### config.mk
export PLATFORM = sky130hd
export DESIGN_NAME = i2c_reg_ctrl_flat
export DESIGN_NICKNAME = d
export VERILOG_FILES = /design/src/rtl/i2c_pkg.sv /design/src/rtl/i2c_reg_ctrl_if.sv /design/src/rtl/i2c_reg_ctrl.sv /design/src/flat_wrapper.sv
export SDC_FILE = /design/constraint.sdc
export NUM_CORES = 1
export LEC_CHECK = 0
export ABC_AREA = 0
export CAP_MARGIN = 20
export CORE_UTILIZATION = 50
export CTS_CLUSTER_SIZE = 40
export DETAILED_ROUTE_END_ITERATION = 8
export PLACE_DENSITY_LB_ADDON = 0.05
export REMOVE_ABC_BUFFERS = 1
export SETUP_SLACK_MARGIN = 0.2
export SYNTH_ARGS = -nofsm -noshare
export SYNTH_HDL_FRONTEND = slang
export SYNTH_SLANG_ARGS = --single-unit
### constraint.sdc
create_clock -name clk -period 3.04 [get_ports clk]
set_clock_uncertainty 0.15 [all_clocks]
set_input_delay 0.912 -clock clk [delete_from_list [all_inputs] [get_ports clk]]
set_output_delay 0.912 -clock clk [all_outputs]
set_load 0.01 [all_outputs]
### src/rtl/i2c_pkg.sv
// Shared types and constants for the I2C register-access sequencer:
// FSM states, R/W bit values and the per-step {start, mack, stop, r_wn} flag tuples.
package i2c_pkg;

  typedef enum logic [2:0] {
    S_IDLE,
    S_ADDR_W,
    S_REG,
    S_ADDR_R,
    S_DATA_W,
    S_DATA_R,
    S_RECOVER,
    S_DONE
  } state_t;

  // REQ: byte_req raised and awaiting byte_ack; DROP: awaiting byte_ack low.
  typedef enum logic {
    PH_REQ,
    PH_DROP
  } phase_t;

  localparam logic I2C_WR = 1'b0;
  localparam logic I2C_RD = 1'b1;

  typedef struct packed {
    logic start;
    logic mack;
    logic stop;
    logic r_wn;
  } step_flags_t;

  localparam step_flags_t FLAGS_NONE    = '{start: 1'b0, mack: 1'b0, stop: 1'b0, r_wn: I2C_WR};
  localparam step_flags_t FLAGS_ADDR_W  = '{start: 1'b1, mack: 1'b0, stop: 1'b0, r_wn: I2C_WR};
  localparam step_flags_t FLAGS_REG     = '{start: 1'b0, mack: 1'b0, stop: 1'b0, r_wn: I2C_WR};
  localparam step_flags_t FLAGS_ADDR_R  = '{start: 1'b1, mack: 1'b0, stop: 1'b0, r_wn: I2C_WR};
  localparam step_flags_t FLAGS_DATA_W  = '{start: 1'b0, mack: 1'b0, stop: 1'b1, r_wn: I2C_WR};
  localparam step_flags_t FLAGS_DATA_R  = '{start: 1'b0, mack: 1'b0, stop: 1'b1, r_wn: I2C_RD};
  localparam step_flags_t FLAGS_RECOVER = '{start: 1'b0, mack: 1'b0, stop: 1'b1, r_wn: I2C_RD};

  function automatic logic is_step(input state_t s);
    return s inside {S_ADDR_W, S_REG, S_ADDR_R, S_DATA_W, S_DATA_R, S_RECOVER};
  endfunction

endpackage

### src/rtl/i2c_reg_ctrl_if.sv
// Host-side register request bus and the byte-level bus toward i2c_byte.
// Host: master = requester, slave = sequencer. Byte: master = sequencer, slave = i2c_byte.
interface i2c_host_if;
  logic       req;
  logic       ack;
  logic       r_wn;
  logic [6:0] dev_addr;
  logic [7:0] reg_addr;
  logic [7:0] wr_data;
  logic [7:0] rd_data;
  logic       nack_err;
  logic       busy;

  modport master (output req, r_wn, dev_addr, reg_addr, wr_data,
                  input  ack, rd_data, nack_err, busy);
  modport slave  (input  req, r_wn, dev_addr, reg_addr, wr_data,
                  output ack, rd_data, nack_err, busy);
endinterface

interface i2c_byte_if;
  logic       byte_req;
  logic       byte_ack;
  logic       byte_r_wn;
  logic [7:0] byte_wr_data;
  logic [7:0] byte_rd_data;
  logic       byte_start;
  logic       byte_mack;
  logic       byte_stop;
  logic       byte_acked;

  modport master (output byte_req, byte_r_wn, byte_wr_data, byte_start, byte_mack, byte_stop,
                  input  byte_ack, byte_rd_data, byte_acked);
  modport slave  (input  byte_req, byte_r_wn, byte_wr_data, byte_start, byte_mack, byte_stop,
                  output byte_ack, byte_rd_data, byte_acked);
endinterface

### src/rtl/i2c_reg_ctrl.sv
// Register-access sequencer: expands one host read/write request into the
// i2c_byte step sequence, with NACK recovery and whole-transaction retry.
module i2c_reg_ctrl
  import i2c_pkg::*;
#(
  parameter int RETRIES = 2
) (
  input  logic          clk,
  input  logic          rst_n,
  i2c_host_if.slave     host,
  i2c_byte_if.master    bus
);

  localparam int CNT_W = (RETRIES < 1) ? 1 : $clog2(RETRIES + 1);

  state_t      state_q, state_d;
  phase_t      phase_q, phase_d;
  logic        r_wn_q;
  logic [6:0]  dev_addr_q;
  logic [7:0]  reg_addr_q, wr_data_q;
  logic [7:0]  rd_data_q, rd_data_d;
  logic        nacked_q, nacked_d;
  logic        nack_err_q, nack_err_d;
  logic [CNT_W-1:0] retry_q, retry_d;
  logic        accept;
  logic        attempt_failed;
  step_flags_t flags;
  logic [7:0]  step_data;

  // NOTE: sequential state uses non-blocking assignments so every register
  // samples the pre-edge values, independent of statement order.
  always_ff @(posedge clk or negedge rst_n) begin
    if (!rst_n) begin
      state_q    <= S_IDLE;
      phase_q    <= PH_REQ;
      r_wn_q     <= 1'b0;
      dev_addr_q <= '0;
      reg_addr_q <= '0;
      wr_data_q  <= '0;
      rd_data_q  <= '0;
      nacked_q   <= 1'b0;
      nack_err_q <= 1'b0;
      retry_q    <= '0;
    end else begin
      state_q    <= state_d;
      phase_q    <= phase_d;
      rd_data_q  <= rd_data_d;
      nacked_q   <= nacked_d;
      nack_err_q <= nack_err_d;
      retry_q    <= retry_d;
      if (accept) begin
        r_wn_q     <= host.r_wn;
        dev_addr_q <= host.dev_addr;
        reg_addr_q <= host.reg_addr;
        wr_data_q  <= host.wr_data;
      end
    end
  end

  // NOTE: every variable written here gets a default first, so no path
  // leaves one unassigned and no latch is inferred.
  always_comb begin
    state_d        = state_q;
    phase_d        = phase_q;
    rd_data_d      = rd_data_q;
    nacked_d       = nacked_q;
    nack_err_d     = nack_err_q;
    retry_d        = retry_q;
    accept         = 1'b0;
    attempt_failed = 1'b0;

    case (state_q)
      S_IDLE: begin
        if (host.req) begin
          accept  = 1'b1;
          retry_d = '0;
          state_d = S_ADDR_W;
          phase_d = PH_REQ;
        end
      end
      S_ADDR_W, S_REG, S_ADDR_R, S_DATA_W, S_DATA_R, S_RECOVER: begin
        if (phase_q == PH_REQ) begin
          if (bus.byte_ack) begin
            nacked_d = bus.byte_acked;
            if (state_q == S_DATA_R) rd_data_d = bus.byte_rd_data;
            phase_d = PH_DROP;
          end
        end else if (!bus.byte_ack) begin
          phase_d = PH_REQ;
          case (state_q)
            S_ADDR_W: state_d = nacked_q ? S_RECOVER : S_REG;
            S_REG:    state_d = nacked_q ? S_RECOVER : ((r_wn_q == I2C_RD) ? S_ADDR_R : S_DATA_W);
            S_ADDR_R: state_d = nacked_q ? S_RECOVER : S_DATA_R;
            S_DATA_W: begin
              // This step already carried STOP, so a NACK needs no recovery byte.
              if (nacked_q) attempt_failed = 1'b1;
              else begin
                state_d    = S_DONE;
                nack_err_d = 1'b0;
              end
            end
            S_DATA_R: begin
              state_d    = S_DONE;
              nack_err_d = 1'b0;
            end
            default: attempt_failed = 1'b1;
          endcase
          if (attempt_failed) begin
            if (int'(retry_q) < RETRIES) begin
              retry_d = retry_q + CNT_W'(1);
              state_d = S_ADDR_W;
            end else begin
              nack_err_d = 1'b1;
              state_d    = S_DONE;
            end
          end
        end
      end
      S_DONE: begin
        if (!host.req) begin
          state_d = S_IDLE;
          phase_d = PH_REQ;
        end
      end
      default: begin
        state_d = S_IDLE;
        phase_d = PH_REQ;
      end
    endcase
  end

  // Byte-step fields derive only from state and latched request fields,
  // so they hold steady for the whole time byte_req is high.
  always_comb begin
    flags     = FLAGS_NONE;
    step_data = '0;
    case (state_q)
      S_ADDR_W:  begin flags = FLAGS_ADDR_W;  step_data = {dev_addr_q, I2C_WR}; end
      S_REG:     begin flags = FLAGS_REG;     step_data = reg_addr_q;           end
      S_ADDR_R:  begin flags = FLAGS_ADDR_R;  step_data = {dev_addr_q, I2C_RD}; end
      S_DATA_W:  begin flags = FLAGS_DATA_W;  step_data = wr_data_q;            end
      S_DATA_R:  flags = FLAGS_DATA_R;
      S_RECOVER: flags = FLAGS_RECOVER;
      default:   ;
    endcase
  end

  assign bus.byte_req     = is_step(state_q) && (phase_q == PH_REQ);
  assign bus.byte_wr_data = step_data;
  assign bus.byte_start   = flags.start;
  assign bus.byte_mack    = flags.mack;
  assign bus.byte_stop    = flags.stop;
  assign bus.byte_r_wn    = flags.r_wn;

  assign host.ack      = (state_q == S_DONE);
  assign host.busy     = (state_q != S_IDLE);
  assign host.rd_data  = rd_data_q;
  assign host.nack_err = nack_err_q;

endmodule

### src/flat_wrapper.sv
// flat-port wrapper written by rule: the top's interface ports become plain ports
module i2c_reg_ctrl_flat import i2c_pkg::*;
#(
  parameter int RETRIES = 2
)
  (clk, rst_n, host_req, host_r_wn, host_dev_addr, host_reg_addr, host_wr_data, host_ack, host_rd_data, host_nack_err, host_busy, bus_byte_req, bus_byte_r_wn, bus_byte_wr_data, bus_byte_start, bus_byte_mack, bus_byte_stop, bus_byte_ack, bus_byte_rd_data, bus_byte_acked);
  i2c_host_if host_i ();
  i2c_byte_if bus_i ();
  input  logic clk;
  input  logic rst_n;
  input wire logic [$bits(host_i.req)-1:0] host_req;
  input wire logic [$bits(host_i.r_wn)-1:0] host_r_wn;
  input wire logic [$bits(host_i.dev_addr)-1:0] host_dev_addr;
  input wire logic [$bits(host_i.reg_addr)-1:0] host_reg_addr;
  input wire logic [$bits(host_i.wr_data)-1:0] host_wr_data;
  output wire logic [$bits(host_i.ack)-1:0] host_ack;
  output wire logic [$bits(host_i.rd_data)-1:0] host_rd_data;
  output wire logic [$bits(host_i.nack_err)-1:0] host_nack_err;
  output wire logic [$bits(host_i.busy)-1:0] host_busy;
  output wire logic [$bits(bus_i.byte_req)-1:0] bus_byte_req;
  output wire logic [$bits(bus_i.byte_r_wn)-1:0] bus_byte_r_wn;
  output wire logic [$bits(bus_i.byte_wr_data)-1:0] bus_byte_wr_data;
  output wire logic [$bits(bus_i.byte_start)-1:0] bus_byte_start;
  output wire logic [$bits(bus_i.byte_mack)-1:0] bus_byte_mack;
  output wire logic [$bits(bus_i.byte_stop)-1:0] bus_byte_stop;
  input wire logic [$bits(bus_i.byte_ack)-1:0] bus_byte_ack;
  input wire logic [$bits(bus_i.byte_rd_data)-1:0] bus_byte_rd_data;
  input wire logic [$bits(bus_i.byte_acked)-1:0] bus_byte_acked;
  assign host_i.req = host_req;
  assign host_i.r_wn = host_r_wn;
  assign host_i.dev_addr = host_dev_addr;
  assign host_i.reg_addr = host_reg_addr;
  assign host_i.wr_data = host_wr_data;
  assign host_ack = host_i.ack;
  assign host_rd_data = host_i.rd_data;
  assign host_nack_err = host_i.nack_err;
  assign host_busy = host_i.busy;
  assign bus_byte_req = bus_i.byte_req;
  assign bus_byte_r_wn = bus_i.byte_r_wn;
  assign bus_byte_wr_data = bus_i.byte_wr_data;
  assign bus_byte_start = bus_i.byte_start;
  assign bus_byte_mack = bus_i.byte_mack;
  assign bus_byte_stop = bus_i.byte_stop;
  assign bus_i.byte_ack = bus_byte_ack;
  assign bus_i.byte_rd_data = bus_byte_rd_data;
  assign bus_i.byte_acked = bus_byte_acked;
  i2c_reg_ctrl #(.RETRIES(RETRIES)) u_core (.clk(clk), .rst_n(rst_n), .host(host_i), .bus(bus_i));
endmodule
# Word-level counts from Yosys, hierarchy flattened
# Index checks and enable logic that the tools add are counted.
# W data, S select, Z words.
# classes
n_mux,36
bitwise_logic,2
order_cmp,1
eq_ne,15
reduce_logical,15
addsub,1
# op_table
operator,count
$pmux W8 S4,1
$mux W3,10
$pmux W3 S5,1
$eq A3 B3 Y1 const B,4
$mux W1,12
$mux W2,6
$pmux W4 S3,1
$reduce_and A6 Y1,2
$pmux W3 S3,1
$ne A7 B1 Y1 const B,1
$eq A3 B2 Y1 const B,2
$ne A2 B1 Y1 const B,3
$ne A2 B2 Y1 const B,3
$reduce_and A3 Y1,2
$reduce_bool A6 Y1,1
$reduce_or A6 Y1,1
$ne A4 B4 Y1 const B,1
$pmux W1 S2,2
$pmux W2 S2,1
$reduce_and A4 Y1,1
$reduce_or A2 Y1,2
$reduce_or A4 Y1,1
$eq A3 B1 Y1 const B,1
$logic_not A3 Y1,1
other kinds (8),9
# totals
output_inout_bits,24
regBits,40
input_bits,37

# Depth between registers and ports, before layout
# depth
depth_word,10
ltp_mapped,7
mapped_depth_nobuf,4

# Least setup slack after synthesis
# No wires, ideal clock.
# synth_path
kind,register to output
from,register u_core.state_q[1]
to,output port bus_byte_wr_data[1]
arrival_time_ps,1270
stages_incl_launch_ff,6
slack_ps,708
cell_sequence,dfrtp_1 -> buf_4 -> nor2b_1 -> clkbuf_1 -> a22oi_1 -> o21ai_0
# synth_between
elab_chain_cells,2
elab_cells_between_ends,5
classes_between,4 x eq/ne; 1 x mux
# synth_rtl
item,line,text
start: declaration,i2c_reg_ctrl.sv:16,"state_t state_q, state_d;"
start signal: assignment,i2c_reg_ctrl.sv:45,state_q <= state_d;
$eq A3 B3 Y1 (tied with other cells),i2c_reg_ctrl.sv:137,case (state_q)
$pmux W8 S4 *,i2c_reg_ctrl.sv:137,
end: declaration,flat_wrapper.sv:22,output wire logic [$bits(bus_i.byte_wr_data)-1:0] bus_byte_wr_data;
# Mark *: on every way between the ends. The rest lies on a longest branch, timed or not.

# Worst setup path in the final report
# layout_path
from,register u_core.state_q[2]
to,output port host_busy
# layout_between
elab_chain_cells,1
# layout_rtl
item,line,text
$reduce_bool A3 Y1,i2c_reg_ctrl.sv:156,assign host.busy = (state_q != S_IDLE);
end: declaration,flat_wrapper.sv:19,output wire logic [$bits(host_i.busy)-1:0] host_busy;
# No other way between the ends.

==> metrics <==
# clock sinks 40; clock slew at reported path FFs 0.07 ns; detailed-route wire length 4700 um; Synth top area share 48.9%; DRC errors left 0; CP peak stage delay roughly 0.49 ns; Max-slew headroom ~42%; Tot Pwr 0.00270 W; synth unique cells 40; DR WL/cell approximately 16 um; crit-path cells buf_4 -> nor2_2 -> nand2_1 -> clkdlybuf4s50_1; via count 1679; number of DRC markers in iteration 0 118; top cells by area, synth dfrtp_1 49%, mux2_2 18%, nand2_1 3.1%; vias in the first global route 1717; Detail Route Antenna Nets 0; gr usage total 24.1%; area leader, netlist dfrtp_1; H-tree lvl count 2; Synth Cell Area 2050 um2; Final Non-Filler Cells about 300; register area share after synthesis 48.9%; Final Hold Fails 0; number of buffers and inverters on the critical path 2; Worst setup EP type output port; number of primary I/O pins 61; max-slew violations 0; clk_lat worst skew around 0.29 ns; worst vdd ir 0.000522 V; drt pass-1 iters 4; CTS Buf Count 5; Die ar. 4350 um2; area of the core 3800 um2; Die H ~66 um; flop and latch count out of synthesis 40; CTS Buffer Depth 2; Required @ worst endpoint 1.98 ns; dpl hpwl approximately 3400 um; Setup TNS Final 0 ns; Top delay family on crit path buffers and inverters; layout cells sized above 1 26.5%; Setup-failing EPs final 0; worst-path maximum fanout 19; # port buffers 59; cell total after placement 288; fillcell total 272; row count 22; largest net degree at the start of global routing 41; outcome finished clean; hold crit path type register to register; Critical Path Start Type register; leak pwr 1.23 nW; Pwr per Cell Area 957 nW/um2; slowest cell on the critical path clkdlybuf4s50_1; DR vias/cell 5.65; warnings from Yosys 0; initial antenna violation count 0; Root Driver clkbuf_8; P&R area growth vs syn 38.2%; period utilization 91.1%; CTS tree built; critical path class register to output port; Final Net Count 285; Routability Congestion between 0.8 and 0.9; Cells after Synth 186; Avg Cell Area, Syn 11.0 um2; first-pass GRT wire length 7720 um; max cap viols 0; Period minus WS final 2.77 ns; global route overflow 0; crit path DAT 1.71 ns; die width 66.0 um; diode count 0; final core occ 74.4%; Multi-input gate area around 940 um2; register area 1000 um2; measured slew at the worst slew-check pin slightly below 0.9 ns; Highest Clock Rate 0.361 GHz; unrepaired setup endpoints after global routing false; Initial Util between 50% and 60%
[what timing repair did]
| action | in CTS | in global routing |
|---|---|---|
| endpoints found under the hold margin | 0 | 0 |
| endpoints found under the setup margin | 10 | 9 |
| hold buffers | 0 | 0 |
| gates resized for setup | 13 | 14 |
| buffers inserted | 1 | 0 |
[kinds of logic (layout without fill, tap and decap cells)]
group | count (synthesis) | after routing | share of synthesized area, %
AO/OA/AOI/OAI | 46 | 46 | 15.2
AND/OR/NAND/NOR | 43 | 43 | 11.1
flip-flops | 40 | 40 | 48.9
multiplexers | 34 | 34 | 18.7
buffers and inverters | 21 | 84 | 5.57
other | 1 | 1 | 0.183
XOR/XNOR | 1 | 1 | 0.428
[state kept, by name, indices dropped and copies added (netlist names)]
register              count
u_core.dev_addr_q         7
u_core.host.rd_data       8
u_core.nacked_q           1
u_core.state_q            3
u_core.phase_q            1
u_core.wr_data_q          8
u_core.reg_addr_q         8
u_core.r_wn_q             1
u_core.retry_q            2
u_core.host.nack_err      1
[placed cells by master (no fill, tap or decap), types with 2 or more instances in the layout]
cell type,n
o21a_1,2
clkbuf_8,7
nor3_1,3
inv_1,3
a21boi_0,2
o22ai_1,2
clkdlybuf4s50_1,47
a21oi_1,4
a21o_1,2
dlymetal6s2s_1,2
and3_1,2
mux2_2,33
clkbuf_2,4
o31ai_1,4
nor2b_2,3
a22oi_1,7
buf_4,11
dfrtp_1,40
o21ai_0,12
nand2_1,17
dlygate4sd2_1,4
and2_1,3
nor2_1,5
o32ai_1,2
nand2b_1,3
[path summary, 6_finish.rpt]
path	cells past startpoint	slack [ns]	startpoint	end
hold / removal	1	0.36	u_core.host.rd_data[5]$_DFFE_PN0P_	u_core.host.rd_data[5]$_DFFE_PN0P_
setup / recovery	4	0.27	u_core.state_q[2]$_DFFE_PN0P_	host_busy
max in group asynchronous	1	1.62	rst_n	u_core.dev_addr_q[1]$_DFFE_PN0P_
min in group asynchronous	1	0.58	rst_n	u_core.retry_q[0]$_DFFE_PN0P_
hold reg to reg	1	0.36	u_core.host.rd_data[5]$_DFFE_PN0P_	u_core.host.rd_data[5]$_DFFE_PN0P_
setup reg to reg	4	1.04	u_core.state_q[1]$_DFFE_PN0P_	u_core.host.rd_data[0]$_DFFE_PN0P_
[layout make-up]
type | instances | area share [%]
flip-flops and latches | 40 | 35.4
clock inverters | 1 | 1.06
multi-input cells | 125 | 33.4
clock buffers | 7 | 3.41
repair buffers | 72 | 24.0
inverters | 4 | 0.531
well taps | 48 | 2.12
[metrics by stage]
step           setup WS, ns  instance area (um2)  hold WS, ns
2_1_floorplan         0.497                 1950        0.324
3_3_place_gp          0.276                 2700        0.338
3_5_place_dp          0.205                 2700        0.345
4_1_cts               0.139                 2830        0.363
5_1_grt               0.202                 2830        0.378
6_report              0.271                 2830        0.359
[report_power, final]
| group | internal (W) | switching [W] | total (W) |
|---|---|---|---|
| Clock | 0.000289 | 0.000179 | 0.000468 |
| Combinational | 0.000693 | 0.000569 | 0.00126 |
| Sequential | 0.000788 | 0.000187 | 0.000975 |
| Total | 0.00177 | 0.000935 | 0.00270 |
[synthesized netlist by cell type, drive strengths merged]
cell     count
dfrtp       40
mux2        33
nand2       17
o21ai       12
buf         10
a22oi        7
clkbuf       7
nor2         6
a21oi        5
inv          4
nor2b        4
o31ai        4
and2         3
nand2b       3
nor3         3
a21boi       2
a21o         2
and3         2
nor4         2
o21a         2
o22ai        2
o32ai        2
a211o        1
a211oi       1
a31oi        1
a32oi        1
and2b        1
conb         1
mux2i        1
nand3        1
nor4bb       1
o2111ai      1
o211a        1
o221ai       1
o31a         1
xor2         1
[layer usage]
layer	vias to the layer above	global-route usage (%)	share of wire, %
li1	789	-	-
met5	-	0	0
met2	59	41.3	50
met3	10	7.07	5.9
met4	0	9.04	1.9
met1	821	28.1	42
Note: power is estimated with default switching activity, not from simulation.
